==> src/rtl/trace_cmd_queue_pkg.sv <==
// Shared opcode encodings, command classes and default address-split widths
// for the trace command queue.
package trace_cmd_queue_pkg;

    localparam int unsigned OFFSET_W_DEF = 6;
    localparam int unsigned INDEX_W_DEF  = 14;

    typedef enum logic [3:0] {
        OP_RD_L1    = 4'd0,
        OP_WR_L1    = 4'd1,
        OP_IFETCH   = 4'd2,
        OP_INV_L2   = 4'd3,
        OP_SNP_RD   = 4'd4,
        OP_SNP_WR   = 4'd5,
        OP_SNP_RWIM = 4'd6,
        OP_SNP_INV  = 4'd7,
        OP_CLEAR    = 4'd8,
        OP_PRINT    = 4'd9
    } trace_op_e;

    typedef enum logic [2:0] {
        CLS_RD,
        CLS_WR,
        CLS_SNOOP,
        CLS_CLEAR,
        CLS_PRINT,
        CLS_BAD
    } op_class_e;

    function automatic op_class_e classify(input logic [3:0] op);
        op_class_e cls;
        case (op)
            OP_RD_L1, OP_IFETCH:                                     cls = CLS_RD;
            OP_WR_L1:                                                cls = CLS_WR;
            OP_INV_L2, OP_SNP_RD, OP_SNP_WR, OP_SNP_RWIM, OP_SNP_INV: cls = CLS_SNOOP;
            OP_CLEAR:                                                cls = CLS_CLEAR;
            OP_PRINT:                                                cls = CLS_PRINT;
            default:                                                 cls = CLS_BAD;
        endcase
        return cls;
    endfunction

endpackage

==> src/rtl/trace_cmd_queue_if.sv <==
// Command handshake bundle: parser-side input channel and cache-side output
// channel with the head address already split into tag/index/offset.
interface trace_cmd_queue_if #(
    parameter int unsigned ADDR_W   = 32,
    parameter int unsigned OFFSET_W = 6,
    parameter int unsigned INDEX_W  = 14
);
    localparam int unsigned TAG_W = ADDR_W - INDEX_W - OFFSET_W;

    logic                in_valid;
    logic                in_ready;
    logic [3:0]          in_opcode;
    logic [ADDR_W-1:0]   in_addr;
    logic                out_valid;
    logic                out_ready;
    logic [3:0]          out_op;
    logic [TAG_W-1:0]    out_tag;
    logic [INDEX_W-1:0]  out_index;
    logic [OFFSET_W-1:0] out_offset;

    modport master (
        output in_valid, in_opcode, in_addr, out_ready,
        input  in_ready, out_valid, out_op, out_tag, out_index, out_offset
    );

    modport slave (
        input  in_valid, in_opcode, in_addr, out_ready,
        output in_ready, out_valid, out_op, out_tag, out_index, out_offset
    );

endinterface

==> src/rtl/trace_cmd_queue_sync_fifo.sv <==
// Power-of-two synchronous FIFO: storage, wrapping pointers and occupancy.
module sync_fifo #(
    parameter int unsigned WIDTH = 36,
    parameter int unsigned DEPTH = 8
) (
    input  logic                   clk,
    input  logic                   rst,
    input  logic                   push_i,
    input  logic                   pop_i,
    input  logic [WIDTH-1:0]       wdata_i,
    output logic [WIDTH-1:0]       rdata_o,
    output logic [$clog2(DEPTH):0] count_o,
    output logic                   full_o,
    output logic                   empty_o
);
    localparam int unsigned PTR_W = $clog2(DEPTH);

    logic [WIDTH-1:0] mem_q [DEPTH];
    logic [PTR_W-1:0] wr_ptr_q, wr_ptr_d;
    logic [PTR_W-1:0] rd_ptr_q, rd_ptr_d;
    logic [PTR_W:0]   count_q, count_d;
    logic             push_ok, pop_ok;

    assign full_o  = (count_q == (PTR_W+1)'(DEPTH));
    assign empty_o = (count_q == '0);
    assign push_ok = push_i && !full_o;
    assign pop_ok  = pop_i && !empty_o;
    assign rdata_o = mem_q[rd_ptr_q];
    assign count_o = count_q;

    always_comb begin
        wr_ptr_d = wr_ptr_q;
        rd_ptr_d = rd_ptr_q;
        count_d  = count_q;
        if (push_ok) wr_ptr_d = wr_ptr_q + PTR_W'(1);
        if (pop_ok)  rd_ptr_d = rd_ptr_q + PTR_W'(1);
        case ({push_ok, pop_ok})
            2'b10:   count_d = count_q + (PTR_W+1)'(1);
            2'b01:   count_d = count_q - (PTR_W+1)'(1);
            default: count_d = count_q;
        endcase
    end

    always_ff @(posedge clk or posedge rst) begin
        if (rst) begin
            wr_ptr_q <= '0;
            rd_ptr_q <= '0;
            count_q  <= '0;
        end else begin
            wr_ptr_q <= wr_ptr_d;
            rd_ptr_q <= rd_ptr_d;
            count_q  <= count_d;
        end
    end

    // Storage needs no reset: occupancy alone decides what is visible.
    always_ff @(posedge clk) begin
        if (push_ok) mem_q[wr_ptr_q] <= wdata_i;
    end

endmodule

==> src/rtl/trace_cmd_queue.sv <==
// Trace command queue: validates opcodes, buffers commands in order, splits
// the head address for the LLC controller and keeps per-class statistics.
module trace_cmd_queue
    import trace_cmd_queue_pkg::*;
#(
    parameter int unsigned ADDR_W   = 32,
    parameter int unsigned OFFSET_W = OFFSET_W_DEF,
    parameter int unsigned INDEX_W  = INDEX_W_DEF,
    parameter int unsigned DEPTH    = 8,
    parameter int unsigned CNT_W    = 32
) (
    input  logic                   clk,
    input  logic                   rst,
    trace_cmd_queue_if.slave       cmd,
    output logic                   clear_pulse_o,
    output logic                   print_pulse_o,
    output logic                   bad_op_pulse_o,
    output logic [CNT_W-1:0]       rd_count_o,
    output logic [CNT_W-1:0]       wr_count_o,
    output logic [CNT_W-1:0]       snoop_count_o,
    output logic [CNT_W-1:0]       bad_count_o,
    output logic [$clog2(DEPTH):0] fifo_count_o
);
    localparam int unsigned TAG_W   = ADDR_W - INDEX_W - OFFSET_W;
    localparam int unsigned ENTRY_W = 4 + ADDR_W;

    logic               full, empty;
    logic               accept, bad_accept, push, dequeue;
    logic [ENTRY_W-1:0] head;
    logic [3:0]         head_op;
    logic [ADDR_W-1:0]  head_addr;
    op_class_e          in_cls, head_cls;

    logic [CNT_W-1:0] rd_q, rd_d, wr_q, wr_d, snp_q, snp_d, badc_q, badc_d;
    logic             clr_q, clr_d, prt_q, prt_d, badp_q, badp_d;

    function automatic logic [CNT_W-1:0] sat_inc(input logic [CNT_W-1:0] v);
        return (v == '1) ? v : v + CNT_W'(1);
    endfunction

    assign cmd.in_ready = !full && !rst;
    assign in_cls       = classify(cmd.in_opcode);
    assign accept       = cmd.in_valid && cmd.in_ready;
    assign bad_accept   = accept && (in_cls == CLS_BAD);
    assign push         = accept && (in_cls != CLS_BAD);
    assign dequeue      = !empty && cmd.out_ready;

    sync_fifo #(
        .WIDTH (ENTRY_W),
        .DEPTH (DEPTH)
    ) u_fifo (
        .clk     (clk),
        .rst     (rst),
        .push_i  (push),
        .pop_i   (dequeue),
        .wdata_i ({cmd.in_opcode, cmd.in_addr}),
        .rdata_o (head),
        .count_o (fifo_count_o),
        .full_o  (full),
        .empty_o (empty)
    );

    assign head_op        = head[ENTRY_W-1 -: 4];
    assign head_addr      = head[ADDR_W-1:0];
    assign head_cls       = classify(head_op);
    assign cmd.out_valid  = !empty;
    assign cmd.out_op     = head_op;
    assign cmd.out_tag    = head_addr[ADDR_W-1 -: TAG_W];
    assign cmd.out_index  = head_addr[OFFSET_W +: INDEX_W];
    assign cmd.out_offset = head_addr[OFFSET_W-1:0];

    // Dequeue-side statistics and accept-side bad-opcode tracking are
    // independent, so both may update in the same cycle.
    always_comb begin
        rd_d   = rd_q;
        wr_d   = wr_q;
        snp_d  = snp_q;
        badc_d = badc_q;
        clr_d  = 1'b0;
        prt_d  = 1'b0;
        badp_d = bad_accept;
        if (dequeue) begin
            case (head_cls)
                CLS_RD:    rd_d  = sat_inc(rd_q);
                CLS_WR:    wr_d  = sat_inc(wr_q);
                CLS_SNOOP: snp_d = sat_inc(snp_q);
                CLS_CLEAR: begin
                    rd_d  = '0;
                    wr_d  = '0;
                    snp_d = '0;
                    clr_d = 1'b1;
                end
                CLS_PRINT: prt_d = 1'b1;
                default:   ;
            endcase
        end
        if (bad_accept) badc_d = sat_inc(badc_q);
    end

    always_ff @(posedge clk or posedge rst) begin
        if (rst) begin
            rd_q   <= '0;
            wr_q   <= '0;
            snp_q  <= '0;
            badc_q <= '0;
            clr_q  <= 1'b0;
            prt_q  <= 1'b0;
            badp_q <= 1'b0;
        end else begin
            rd_q   <= rd_d;
            wr_q   <= wr_d;
            snp_q  <= snp_d;
            badc_q <= badc_d;
            clr_q  <= clr_d;
            prt_q  <= prt_d;
            badp_q <= badp_d;
        end
    end

    assign rd_count_o     = rd_q;
    assign wr_count_o     = wr_q;
    assign snoop_count_o  = snp_q;
    assign bad_count_o    = badc_q;
    assign clear_pulse_o  = clr_q;
    assign print_pulse_o  = prt_q;
    assign bad_op_pulse_o = badp_q;

endmodule

==> src/flat_wrapper.sv <==
// flat-port wrapper written by rule: the top's interface ports become plain ports
module trace_cmd_queue_flat import trace_cmd_queue_pkg::*;
#(
    parameter int unsigned ADDR_W   = 32,
    parameter int unsigned OFFSET_W = OFFSET_W_DEF,
    parameter int unsigned INDEX_W  = INDEX_W_DEF,
    parameter int unsigned DEPTH    = 8,
    parameter int unsigned CNT_W    = 32
)
  (clk, rst, clear_pulse_o, print_pulse_o, bad_op_pulse_o, rd_count_o, wr_count_o, snoop_count_o, bad_count_o, fifo_count_o, cmd_in_valid, cmd_in_opcode, cmd_in_addr, cmd_out_ready, cmd_in_ready, cmd_out_valid, cmd_out_op, cmd_out_tag, cmd_out_index, cmd_out_offset);
  trace_cmd_queue_if #(.ADDR_W(ADDR_W), .OFFSET_W(OFFSET_W), .INDEX_W(INDEX_W)) cmd_i ();
  input  logic clk;
  input  logic rst;
  output logic clear_pulse_o;
  output logic print_pulse_o;
  output logic bad_op_pulse_o;
  output logic [CNT_W-1:0] rd_count_o;
  output logic [CNT_W-1:0] wr_count_o;
  output logic [CNT_W-1:0] snoop_count_o;
  output logic [CNT_W-1:0] bad_count_o;
  output logic [$clog2(DEPTH):0] fifo_count_o;
  input wire logic [$bits(cmd_i.in_valid)-1:0] cmd_in_valid;
  input wire logic [$bits(cmd_i.in_opcode)-1:0] cmd_in_opcode;
  input wire logic [$bits(cmd_i.in_addr)-1:0] cmd_in_addr;
  input wire logic [$bits(cmd_i.out_ready)-1:0] cmd_out_ready;
  output wire logic [$bits(cmd_i.in_ready)-1:0] cmd_in_ready;
  output wire logic [$bits(cmd_i.out_valid)-1:0] cmd_out_valid;
  output wire logic [$bits(cmd_i.out_op)-1:0] cmd_out_op;
  output wire logic [$bits(cmd_i.out_tag)-1:0] cmd_out_tag;
  output wire logic [$bits(cmd_i.out_index)-1:0] cmd_out_index;
  output wire logic [$bits(cmd_i.out_offset)-1:0] cmd_out_offset;
  assign cmd_i.in_valid = cmd_in_valid;
  assign cmd_i.in_opcode = cmd_in_opcode;
  assign cmd_i.in_addr = cmd_in_addr;
  assign cmd_i.out_ready = cmd_out_ready;
  assign cmd_in_ready = cmd_i.in_ready;
  assign cmd_out_valid = cmd_i.out_valid;
  assign cmd_out_op = cmd_i.out_op;
  assign cmd_out_tag = cmd_i.out_tag;
  assign cmd_out_index = cmd_i.out_index;
  assign cmd_out_offset = cmd_i.out_offset;
  trace_cmd_queue #(.ADDR_W(ADDR_W), .OFFSET_W(OFFSET_W), .INDEX_W(INDEX_W), .DEPTH(DEPTH), .CNT_W(CNT_W)) u_core (.clk(clk), .rst(rst), .cmd(cmd_i), .clear_pulse_o(clear_pulse_o), .print_pulse_o(print_pulse_o), .bad_op_pulse_o(bad_op_pulse_o), .rd_count_o(rd_count_o), .wr_count_o(wr_count_o), .snoop_count_o(snoop_count_o), .bad_count_o(bad_count_o), .fifo_count_o(fifo_count_o));
endmodule
==> config.mk <==
export PLATFORM = sky130hd
export DESIGN_NAME = trace_cmd_queue_flat
export DESIGN_NICKNAME = d
export VERILOG_FILES = /design/src/rtl/trace_cmd_queue_pkg.sv /design/src/rtl/trace_cmd_queue_if.sv /design/src/rtl/trace_cmd_queue_sync_fifo.sv /design/src/rtl/trace_cmd_queue.sv /design/src/flat_wrapper.sv
export SDC_FILE = /design/constraint.sdc
export NUM_CORES = 1
export LEC_CHECK = 0
export ABC_AREA = 1
export ABC_CLOCK_PERIOD_IN_PS = 10200
export CAP_MARGIN = 25
export CORE_ASPECT_RATIO = 2
export CORE_UTILIZATION = 50
export CTS_BUF_LIST = sky130_fd_sc_hd__clkbuf_16
export DETAILED_ROUTE_END_ITERATION = 8
export PLACE_DENSITY = 0.71
export RECOVER_POWER = 25
export SYNTH_ARGS = -nofsm -noshare
export SYNTH_HDL_FRONTEND = slang
export SYNTH_HIERARCHICAL = 1
export SYNTH_SLANG_ARGS = --single-unit
==> constraint.sdc <==
create_clock -name clk -period 10.2 [get_ports clk]
set_input_delay 2.04 -clock clk [delete_from_list [all_inputs] [get_ports clk]]
set_output_delay 2.04 -clock clk [all_outputs]
set_load 0.1 [all_outputs]
==> flow_metrics.py, run 1 <==
metrics = {
    "outcome": {
        "outcome": "finished, final reports clean",
    },
    "timing": {
        "clock_skew_ns": 0.02854,
        "setup_viol": 0,
        "final_max_slew_viol_count": 0,
        "min_period_ns": 6.320,
        "timing.fmax_mhz": 158.2,
        "timing.final.crit_share": 0.6196,
        "tightestPinTransition_ns": 1.098,
        "slew_headroom": 0.2659,
        "grt_setup_unrepaired": "false",
        "hold_violations": 0,
        "setup_tns_ns": 0,
    },
    "placement": {
        "gp_congestion": 0.9492,
        "port-buffer-count": 212,
        "dp.cells": 3314,
        "hpwl_um": 34970,
    },
    "flow_run": {
        "cap_viol_max_count": 0,
    },
    "clock_tree": {
        "clkTransAtPathRegs_ns": 0.06,
        "clk_path_buf_depth": 3,
        "cts_resized": 0,
        "clkLatencyLatePin_ns": 0.54,
        "cts_hold_buf": 0,
        "htreeDepth": 2,
        "cts_buffers": 41,
        "cts_tree": "yes",
        "cts_setup_buffers": 0,
        "root_buffer": "clkbuf_16",
        "cts.sinks": 429,
    },
    "synth": {
        "avgSynthCellArea_sq_um": 8.376,
        "ys_warn_count": 6,
        "ys_ff_latch": 429,
        "yosysSeqAreaShare": 0.5555,
        "synth.area.top_cells": "edfxtp_1 39%, nand2_1 17%, dfrtp_1 16%",
        "yosys.area.top_type_share": 0.3945,
        "syn-cell-area_sq_um": 21920,
        "syn_nets": 2667,
        "synth.distinct_cells": 42,
        "netlist_instances": 2617,
        "yosysTopAreaCell": "edfxtp_1",
    },
    "global_route": {
        "grt_pass1_vias": 17020,
        "grt_overflow": 0,
        "grt.total_usage": 0.2439,
        "grt_max_degree": 121,
        "antenna_found_initial": 5,
        "grt_first_pass_wirelength_um": 85010,
    },
    "worst_setup_path": {
        "cp_data_arrival_time_ns": 4.28,
        "cp_cell_sequence": "buf_4 -> nor2_1 -> nor2_1 -> nand2_1 -> nand2_1 -> nand2_1 -> nand2_1 -> clkdlybuf4s50_1",
        "crit_type": "flop to output port",
        "path_common_cell": "nand2_1",
        "worstSetupStartpointType": "flop",
        "reg2reg_slack_ns": 5.95,
        "crit_slowest_cell": "clkdlybuf4s50_1",
        "required_ns": 8.16,
        "critPathTopFamily": "buffers and inverters",
        "slowest_delay_ns": 1.24,
        "endpoint_kind": "output port",
        "cp_max_fo": 104,
        "crit_buf_inv": 2,
    },
    "final_layout": {
        "drive_above_1_share": 0.07256,
        "area_growth_pct": 17.75,
        "fill_cells": 3656,
        "finalNetCount": 2859,
        "fin_cells": 3394,
    },
    "routing": {
        "drt_wl_total_um": 53670,
        "viasPerCell": 5.110,
        "wl_per_cell_um": 15.81,
        "vias": 17340,
        "drt_first_pass_iters": 5,
        "postRouteAntennaNets": 0,
        "route.detailed.drc": 0,
        "drt_iter0_markers": 1039,
    },
    "die": {
        "die_w_um": 150.1,
        "fp.coreArea_sq_um": 43380,
        "num_rows": 108,
        "die_h_um": 298.1,
        "dieArea_sq_um": 44730,
        "start_util": 0.5054,
        "ios": 213,
    },
    "power": {
        "p_total_mw": 6.789,
        "ir_worst_vdd_mv": 0.3339,
        "p_per_area_nw_per_um2": 263.0,
        "p_leak_nw": 10.78,
    },
    "hold_path": {
        "hold_path.class": "flop to flop",
    },
}
[logic make-up after synthesis]
group | share of synthesized area
DFF | 0.5555
adders and majority gates | 0.006050
xor gates and xnor gates | 0.02837
buffers and inverters | 0.07346
and+or+nand+nor | 0.3033
AOI/OAI and AO/OA | 0.03333
[power breakdown]
part           internal [mW]  switching [mW]
Combinational          0.700            2.35
Clock                  0.989           0.651
Sequential              1.97           0.132
Total                   3.66            3.13
[cells in the mapped netlist, drive strengths merged]
| cell type | n |
|---|---|
| a21o | 2 |
| ha | 9 |
| edfxtp | 288 |
| o211ai | 2 |
| clkinv | 2 |
| buf | 69 |
| o21bai | 3 |
| nor3 | 19 |
| nor2 | 486 |
| and2 | 5 |
| nand4 | 7 |
| or2 | 6 |
| clkbuf | 11 |
| o21ai | 106 |
| a21oi | 7 |
| nand3b | 4 |
| dfrtp | 141 |
| nand3 | 82 |
| nand2 | 1029 |
| xor2 | 38 |
| inv | 267 |
| fa | 1 |
| xnor2 | 33 |
[worst paths after layout]
path | startpoint | end | cells past startpoint
max | u_core/u_fifo/rd_ptr_q[0] | cmd_out_op[3] | 8
min | u_core/u_fifo/count_o[0] | u_core/u_fifo/count_o[0] | 1
max reg2reg | u_core/u_fifo/rd_ptr_q[0] | u_core/wr_count_o[19] | 15
min reg2reg | u_core/u_fifo/count_o[0] | u_core/u_fifo/count_o[0] | 1
max in group asynchronous | rst | u_core/snoop_count_o[4] | 4
min in group asynchronous | rst | u_core/u_fifo/rd_ptr_q[0] | 2
[layout by cell type, fill, tap and decap left out, types with 10 or more instances in the layout]
master / netlist / final
buf_4: 11 / 15
bufinv_16: 0 / 10
clkbuf_16: 0 / 41
clkdlybuf4s50_1: 0 / 179
dfrtp_1: 141 / 139
dlygate4sd3_1: 0 / 33
edfxtp_1: 288 / 288
inv_1: 252 / 255
inv_2: 13 / 13
nand2_1: 988 / 988
nand2_2: 36 / 36
nand3_1: 77 / 77
nor2_1: 468 / 468
nor3_1: 18 / 10
o21ai_0: 21 / 21
o21ai_1: 59 / 59
o21ai_2: 26 / 26
xnor2_1: 33 / 33
xor2_1: 38 / 38
[through the flow]
stage	worst slack, ns	hold slack, ns	area [sq um]	utilization
after floorplan	3.269	0.5087	21920	-
after global placement	4.290	0.5255	24300	0.5602
after detailed placement	4.276	0.5475	24300	0.5602
after CTS	3.678	0.5637	25740	0.5935
after global routing	3.638	0.5867	25810	0.5949
final	3.880	0.5483	25810	0.5950
[area by class of cell]
| cell class | instances | area (sq um) | share of cell area |
|---|---|---|---|
| repair buffers | 229 | 2290 | 0.08871 |
| diodes | 5 | 12.51 | 0.0004848 |
| clock buffers | 41 | 1026 | 0.03975 |
| clock inverters | 32 | 419.2 | 0.01624 |
| flip-flops and latches | 429 | 12180 | 0.4720 |
| inverters | 269 | 1020 | 0.03951 |
| multi-input cells | 1839 | 8174 | 0.3167 |
| well taps | 550 | 688.2 | 0.02666 |
[per-layer routing]
metal,track usage,part of all wire,vias to the layer above
met4,0.1405,0.053,0
met1,0.2590,0.37,8098
met5,0,0,-
li1,-,-,8524
met3,0.03047,0.052,170
met2,0.4524,0.53,552
[sequential cells by signal, summed over array words and instances, names as in the netlist, 3 cells and up]
register and count:
u_core/snoop_count_o 32, u_core/u_fifo/wr_ptr_q 3, u_core/wr_count_o 32, u_core/u_fifo/mem_q 288
u_core/u_fifo/rd_ptr_q 3, u_core/rd_count_o 32, u_core/bad_count_o 32, u_core/u_fifo/count_o 4
Power figures use the tool's default switching activity.
==> inputs of run 2 (changes only) <==
- ABC_CLOCK_PERIOD_IN_PS: 10200 -> 5080
- PLACE_DENSITY: 0.71 -> 0.74
- clock period: 10.2 -> 5.08 ns (I/O delays scaled with it)
==> run 2 against run 1 <==
  * Power grew 100%
  * Global-route usage shrank 0.16 points
  * Core utilization shrank 0.15 points
  * Worst hold slack lost 0.0059 ns
  * Combinational power grew 99%
  * Sequential power grew 100%
  * Die area is the same
  * Sequential share of layout area grew 0.12 points
  * Critical path depth is the same
  * Non-clock buffer count is the same
  * Register-to-register slack lost 4.5 ns
  * Critical endpoint is now cmd_out_index[0]
==> flow_metrics.py, run 2 (synthesized netlist as in run 1, its figures left out) <==
metrics = {
    "global_route": {
        "antenna_found_initial": 4,
        "grt_overflow": 0,
        "grt.total_usage": 0.2423,
        "grt_first_pass_wirelength_um": 84430,
        "grt_max_degree": 104,
        "grt_pass1_vias": 16620,
    },
    "hold_path": {
        "hold_path_depth": 2,
        "hold_path.class": "flop to flop",
    },
    "power": {
        "ir_worst_vdd_mv": 0.6618,
        "internal_power_mw": 7.219,
        "seqPwrFrac": 0.316,
        "p_per_area_nw_per_um2": 526.4,
        "p_sw_mw": 6.332,
        "p_leak_nw": 10.83,
        "switching_share": 0.4672,
        "p_comb_frac": 0.447,
        "pwr-share-clk": 0.237,
    },
    "worst_setup_path": {
        "r2r_start": "u_core/u_fifo/rd_ptr_q[1]",
        "crit_end": "cmd_out_index[0]",
        "cp_max_fo": 103,
        "crit_start": "u_core/u_fifo/rd_ptr_q[0]",
        "required_ns": 4.06,
        "reg2reg_slack_ns": 1.44,
        "endpoint_kind": "output port",
        "cp_data_arrival_time_ns": 3.01,
        "worstSetupStartpointType": "flop",
        "crit_type": "flop to output port",
        "reg2reg_to": "u_core/wr_count_o[19]",
        "r2r_cells": 15,
    },
    "die": {
        "fp.coreArea_sq_um": 43380,
        "die_h_um": 298.1,
        "num_rows": 108,
        "start_util": 0.5054,
        "ios": 213,
        "die_w_um": 150.1,
        "dieArea_sq_um": 44730,
    },
    "routing": {
        "route.detailed.drc": 0,
        "drt_wl_total_um": 53590,
        "wl_per_cell_um": 15.80,
        "viasPerCell": 5.057,
        "drt_first_pass_iters": 6,
        "postRouteAntennaNets": 0,
        "vias": 17150,
        "drt_iter0_markers": 920,
    },
    "final_layout": {
        "finalNetCount": 2858,
        "drive_above_1_share": 0.08665,
        "layout_commonest_cell": "nand2_1",
        "ff_latch_area_sq_um": 12180,
        "final_cell_mix": "988 x nand2_1, 468 x nor2_1, 288 x edfxtp_1, 255 x inv_1, 142 x clkdlybuf4s50_1",
        "fin_util": 0.5935,
        "largest-register": "u_core/u_fifo/mem_q",
        "multi_input_area_sq_um": 8174,
        "largest_reg_flops": 288,
        "fill_cells": 3645,
        "area_growth_pct": 17.44,
        "fin_cells": 3392,
    },
    "clock_tree": {
        "clk_path_buf_depth": 3,
        "cts.sinks": 429,
        "cts_hold_buf": 0,
        "clkLatencyLatePin_ns": 0.57,
        "root_buffer": "clkbuf_16",
        "cts_tree": "yes",
        "clkTransAtPathRegs_ns": 0.07,
        "cts_setup_buffers": 0,
        "htreeDepth": 2,
        "cts_resized": 0,
        "cts_buffers": 40,
    },
    "flow_run": {
        "cap_viol_max_count": 0,
    },
    "timing": {
        "clock_skew_ns": 0.02625,
        "timing.fmax_mhz": 248.6,
        "final_max_slew_viol_count": 0,
        "min_period_ns": 4.023,
        "slew_headroom": 0.2900,
        "setup_viol": 0,
        "tightestPinTransition_ns": 1.062,
        "timing.final.crit_share": 0.7919,
        "grt_setup_unrepaired": "false",
        "hold_violations": 0,
    },
    "outcome": {
        "outcome": "finished, final reports clean",
    },
    "placement": {
        "dp.cells": 3316,
        "hpwl_um": 35900,
        "port-buffer-count": 212,
        "gp_congestion": 0.9361,
    },
}
## run 2: changes by cell type in the layout (fill, tap and decap cells not counted), moves of 3 or more
cell / change
clkinv_2: +6
clkdlybuf4s50_1: -37
buf_12: +8
clkinv_1: -3
bufinv_16: -3
buf_4: +31
inv_6: -4
## run 2: metal layers
layer,global-route usage,up-vias,share of wire
li1,-,8533,-
met1,0.2515,7997,0.36
met2,0.4567,477,0.54
met3,0.03262,145,0.047
met4,0.1335,2,0.050
met5,0,-,0.00015
## run 2: worst min-delay path by stage
| stage | start | to | slack (ns) |
|---|---|---|---|
| 2_1_floorplan | u_core/u_fifo/wr_ptr_q[1] | u_core/u_fifo/wr_ptr_q[1] | 0.51 |
| 3_3_place_gp | u_core/bad_count_o[31] | u_core/bad_count_o[31] | 0.53 |
| 3_5_place_dp | u_core/snoop_count_o[1] | u_core/snoop_count_o[1] | 0.53 |
| 4_1_cts | u_core/snoop_count_o[1] | u_core/snoop_count_o[1] | 0.55 |
| 5_1_grt | u_core/snoop_count_o[1] | u_core/snoop_count_o[1] | 0.56 |
| 6_report | u_core/snoop_count_o[1] | u_core/snoop_count_o[1] | 0.54 |
## run 2: layout make-up
class                      instances  share of cell area
clock buffer                      42             0.04082
sequential                       429              0.4732
multi-input combinational       1839              0.3175
antenna                            3           0.0002916
inverter                         269             0.03951
timing repair buffer             229             0.08767
clock inverter                    31             0.01429
tap                              550             0.02673
## run 2: power by group through the flow
stage / registers (mW) / clock network (mW) / logic (mW)
after floorplan: 4.68 / 0 / 4.56
after global placement: 4.33 / 0 / 5.98
after detailed placement: 4.35 / 0 / 6.09
after CTS: 4.28 / 3.29 / 6.12
after global routing: 4.32 / 3.42 / 6.51
final: 4.28 / 3.22 / 6.06
## run 2: through the flow
| step | hold WS [ns] | setup slack, ns | instance area, sq um | power, mW | setup TNS, ns |
|---|---|---|---|---|---|
| 4_1_cts | 0.5468 | 1.024 | 25740 | 13.68 | 0 |
| 3_5_place_dp | 0.5282 | 1.173 | 24320 | 10.44 | 0 |
| 3_3_place_gp | 0.5289 | 1.232 | 24320 | 10.31 | 0 |
| 5_1_grt | 0.5621 | 0.8247 | 25740 | 14.25 | 0 |
| 2_1_floorplan | 0.5087 | -1.108 | 21920 | 9.240 | -319.15 |
| 6_report | 0.5425 | 1.057 | 25740 | 13.55 | 0 |
## run 2: worst max-delay path: stages (launching register included)
cell	delay, ns
dfrtp_4	1.09
buf_12	0.40
nor2_1	0.10
nor2_1	0.10
nand2_1	0.06
nand2_1	0.05
nand2_1	0.04
nand2_1	0.12
buf_4	0.31
==> inputs of run 3 (changes only) <==
- ABC_CLOCK_PERIOD_IN_PS: 5080 -> 3800
- PLACE_DENSITY: 0.74 -> 0.71
- clock period: 5.08 -> 3.8 ns (I/O delays scaled with it)
==> run 3 against run 2 <==
  * Setup slack worse by 0.76 ns
  * Global-route usage up 0.087 points
  * Core utilization rose by 1.1 points
  * Wire length increased by 0.50%
  * Non-clock buffer count rose by 7
  * Critical path type unchanged
  * Critical endpoint is now cmd_out_tag[9]
  * Largest cell class unchanged
  * Largest power group unchanged
==> flow_metrics.py, run 3 (synthesized netlist as in run 1, its figures left out) <==
metrics = {
    "outcome": {
        "outcome": "finished, final reports clean",
    },
    "worst_setup_path": {
        "cp_data_arrival_time_ns": 2.74,
        "crit_type": "flop to output port",
        "worstSetupStartpointType": "flop",
        "required_ns": 3.04,
        "cp_max_fo": 176,
        "endpoint_kind": "output port",
        "r2r_cells": 12,
    },
    "power": {
        "p_leak_nw": 11.01,
        "p_total_mw": 18.78,
        "ir_worst_vdd_mv": 1.085,
        "p_per_area_nw_per_um2": 716.3,
    },
    "clock_tree": {
        "cts_hold_buf": 0,
        "clk_path_buf_depth": 3,
        "cts_tree": "yes",
        "cts_resized": 0,
        "clkTransAtPathRegs_ns": 0.06,
        "cts_buffers": 40,
        "htreeDepth": 2,
        "root_buffer": "clkbuf_16",
        "cts_setup_buffers": 0,
        "cts.sinks": 429,
        "clkLatencyLatePin_ns": 0.56,
    },
    "placement": {
        "gp_congestion": 0.9444,
        "hpwl_um": 36760,
        "placed_cell_area_sq_um": 24890,
        "port-buffer-count": 212,
    },
    "routing": {
        "drt_wl_total_um": 53860,
        "drt_first_pass_iters": 5,
        "wl_per_cell_um": 15.85,
        "viasPerCell": 5.026,
        "drt_iter0_markers": 1039,
        "postRouteAntennaNets": 0,
        "vias": 17080,
        "route.detailed.drc": 0,
    },
    "global_route": {
        "grt_first_pass_wirelength_um": 84550,
        "grt_pass1_vias": 16850,
        "antenna_found_initial": 4,
        "grt.total_usage": 0.2432,
        "grt_max_degree": 177,
        "grt_overflow": 0,
    },
    "flow_run": {
        "cap_viol_max_count": 0,
    },
    "final_layout": {
        "largest_reg_flops": 288,
        "layout_commonest_cell": "nand2_1",
        "fin_util": 0.6044,
        "final_cell_mix": "988 x nand2_1, 467 x nor2_1, 288 x edfxtp_1, 257 x inv_1, 139 x clkdlybuf4s50_1",
        "stdcell_area_sq_um": 26220,
        "finalNetCount": 2865,
        "area_growth_pct": 19.61,
        "drive_above_1_share": 0.08851,
        "largest-register": "u_core/u_fifo/mem_q",
    },
    "timing": {
        "hold_violations": 0,
        "whs_ns": 0.5157,
        "setup_viol": 0,
        "min_period_ns": 3.502,
        "slew_headroom": 0.2956,
        "timing.final.crit_share": 0.9216,
        "clock_skew_ns": 0.02578,
        "timing.fmax_mhz": 285.6,
        "grt_setup_unrepaired": "false",
        "final_max_slew_viol_count": 0,
        "tightestPinTransition_ns": 1.053,
        "setup_tns_ns": 0,
    },
    "die": {
        "die_h_um": 298.1,
        "ios": 213,
        "fp.coreArea_sq_um": 43380,
        "die_w_um": 150.1,
        "dieArea_sq_um": 44730,
        "num_rows": 108,
        "start_util": 0.5054,
    },
    "hold_path": {
        "hold_path_depth": 1,
        "hold_path.class": "flop to flop",
    },
}
[run 3: changes by cell type in the layout (fill, tap and decap cells not counted), moves of 6 or more]
cell,change
buf_12,+37
buf_4,-28
clkinv_1,+6
nor3_2,-8
nor3_4,+8
clkinv_2,-6
[run 3: final timing paths]
kind,end,start,slack (ns)
worst max-delay path,cmd_out_tag[9],u_core/u_fifo/rd_ptr_q[0],0.30
max in group asynchronous,u_core/snoop_count_o[18],rst,2.10
worst min-delay path,u_core/u_fifo/count_o[0],u_core/u_fifo/count_o[0],0.52
min in group asynchronous,u_core/u_fifo/wr_ptr_q[1],rst,0.73
worst min register to register,u_core/u_fifo/count_o[0],u_core/u_fifo/count_o[0],0.52
worst max register to register,u_core/snoop_count_o[3],u_core/u_fifo/rd_ptr_q[0],0.65
[run 3: critical path, cell delays in order (launching register included)]
cell and delay (ns):
dfrtp_4 0.70, buf_12 0.54, nor2_1 0.13, nor2_1 0.13, nand2_1 0.07, nand2_1 0.06, nand2_1 0.07, nand2_1 0.16
buf_12 0.19
[run 3: layout make-up]
type | instances | area, sq um
clock buffer | 41 | 1026
sequential | 429 | 12190
clock inverter | 33 | 299.0
tap | 550 | 688.2
timing repair buffer | 236 | 2768
antenna | 1 | 2.502
multi-input combinational | 1839 | 8232
fill | 3608 | 17160
inverter | 269 | 1018
[run 3: power by group]
part           total, mW  switching (mW)  leakage, nW  internal (mW)
logic               9.17            6.58         5.83           2.59
clock network       4.04            1.78        0.661           2.26
registers           5.57           0.289         4.52           5.28
[run 3: through the flow]
step,setup WS (ns),cells
after floorplan,0.1765,2617
after global placement,0.6087,3323
after detailed placement,0.5403,3323
after CTS,0.3005,3397
after global routing,0.07891,3398
final,0.2980,3398
[run 3: routing by layer]
metal,vias up,wire length (um),GRT usage
met4,4,2688,0.1301
li1,8538,-,-
met2,506,28760,0.4543
met1,7866,20020,0.2595
met3,163,2367,0.03017
met5,-,16,0
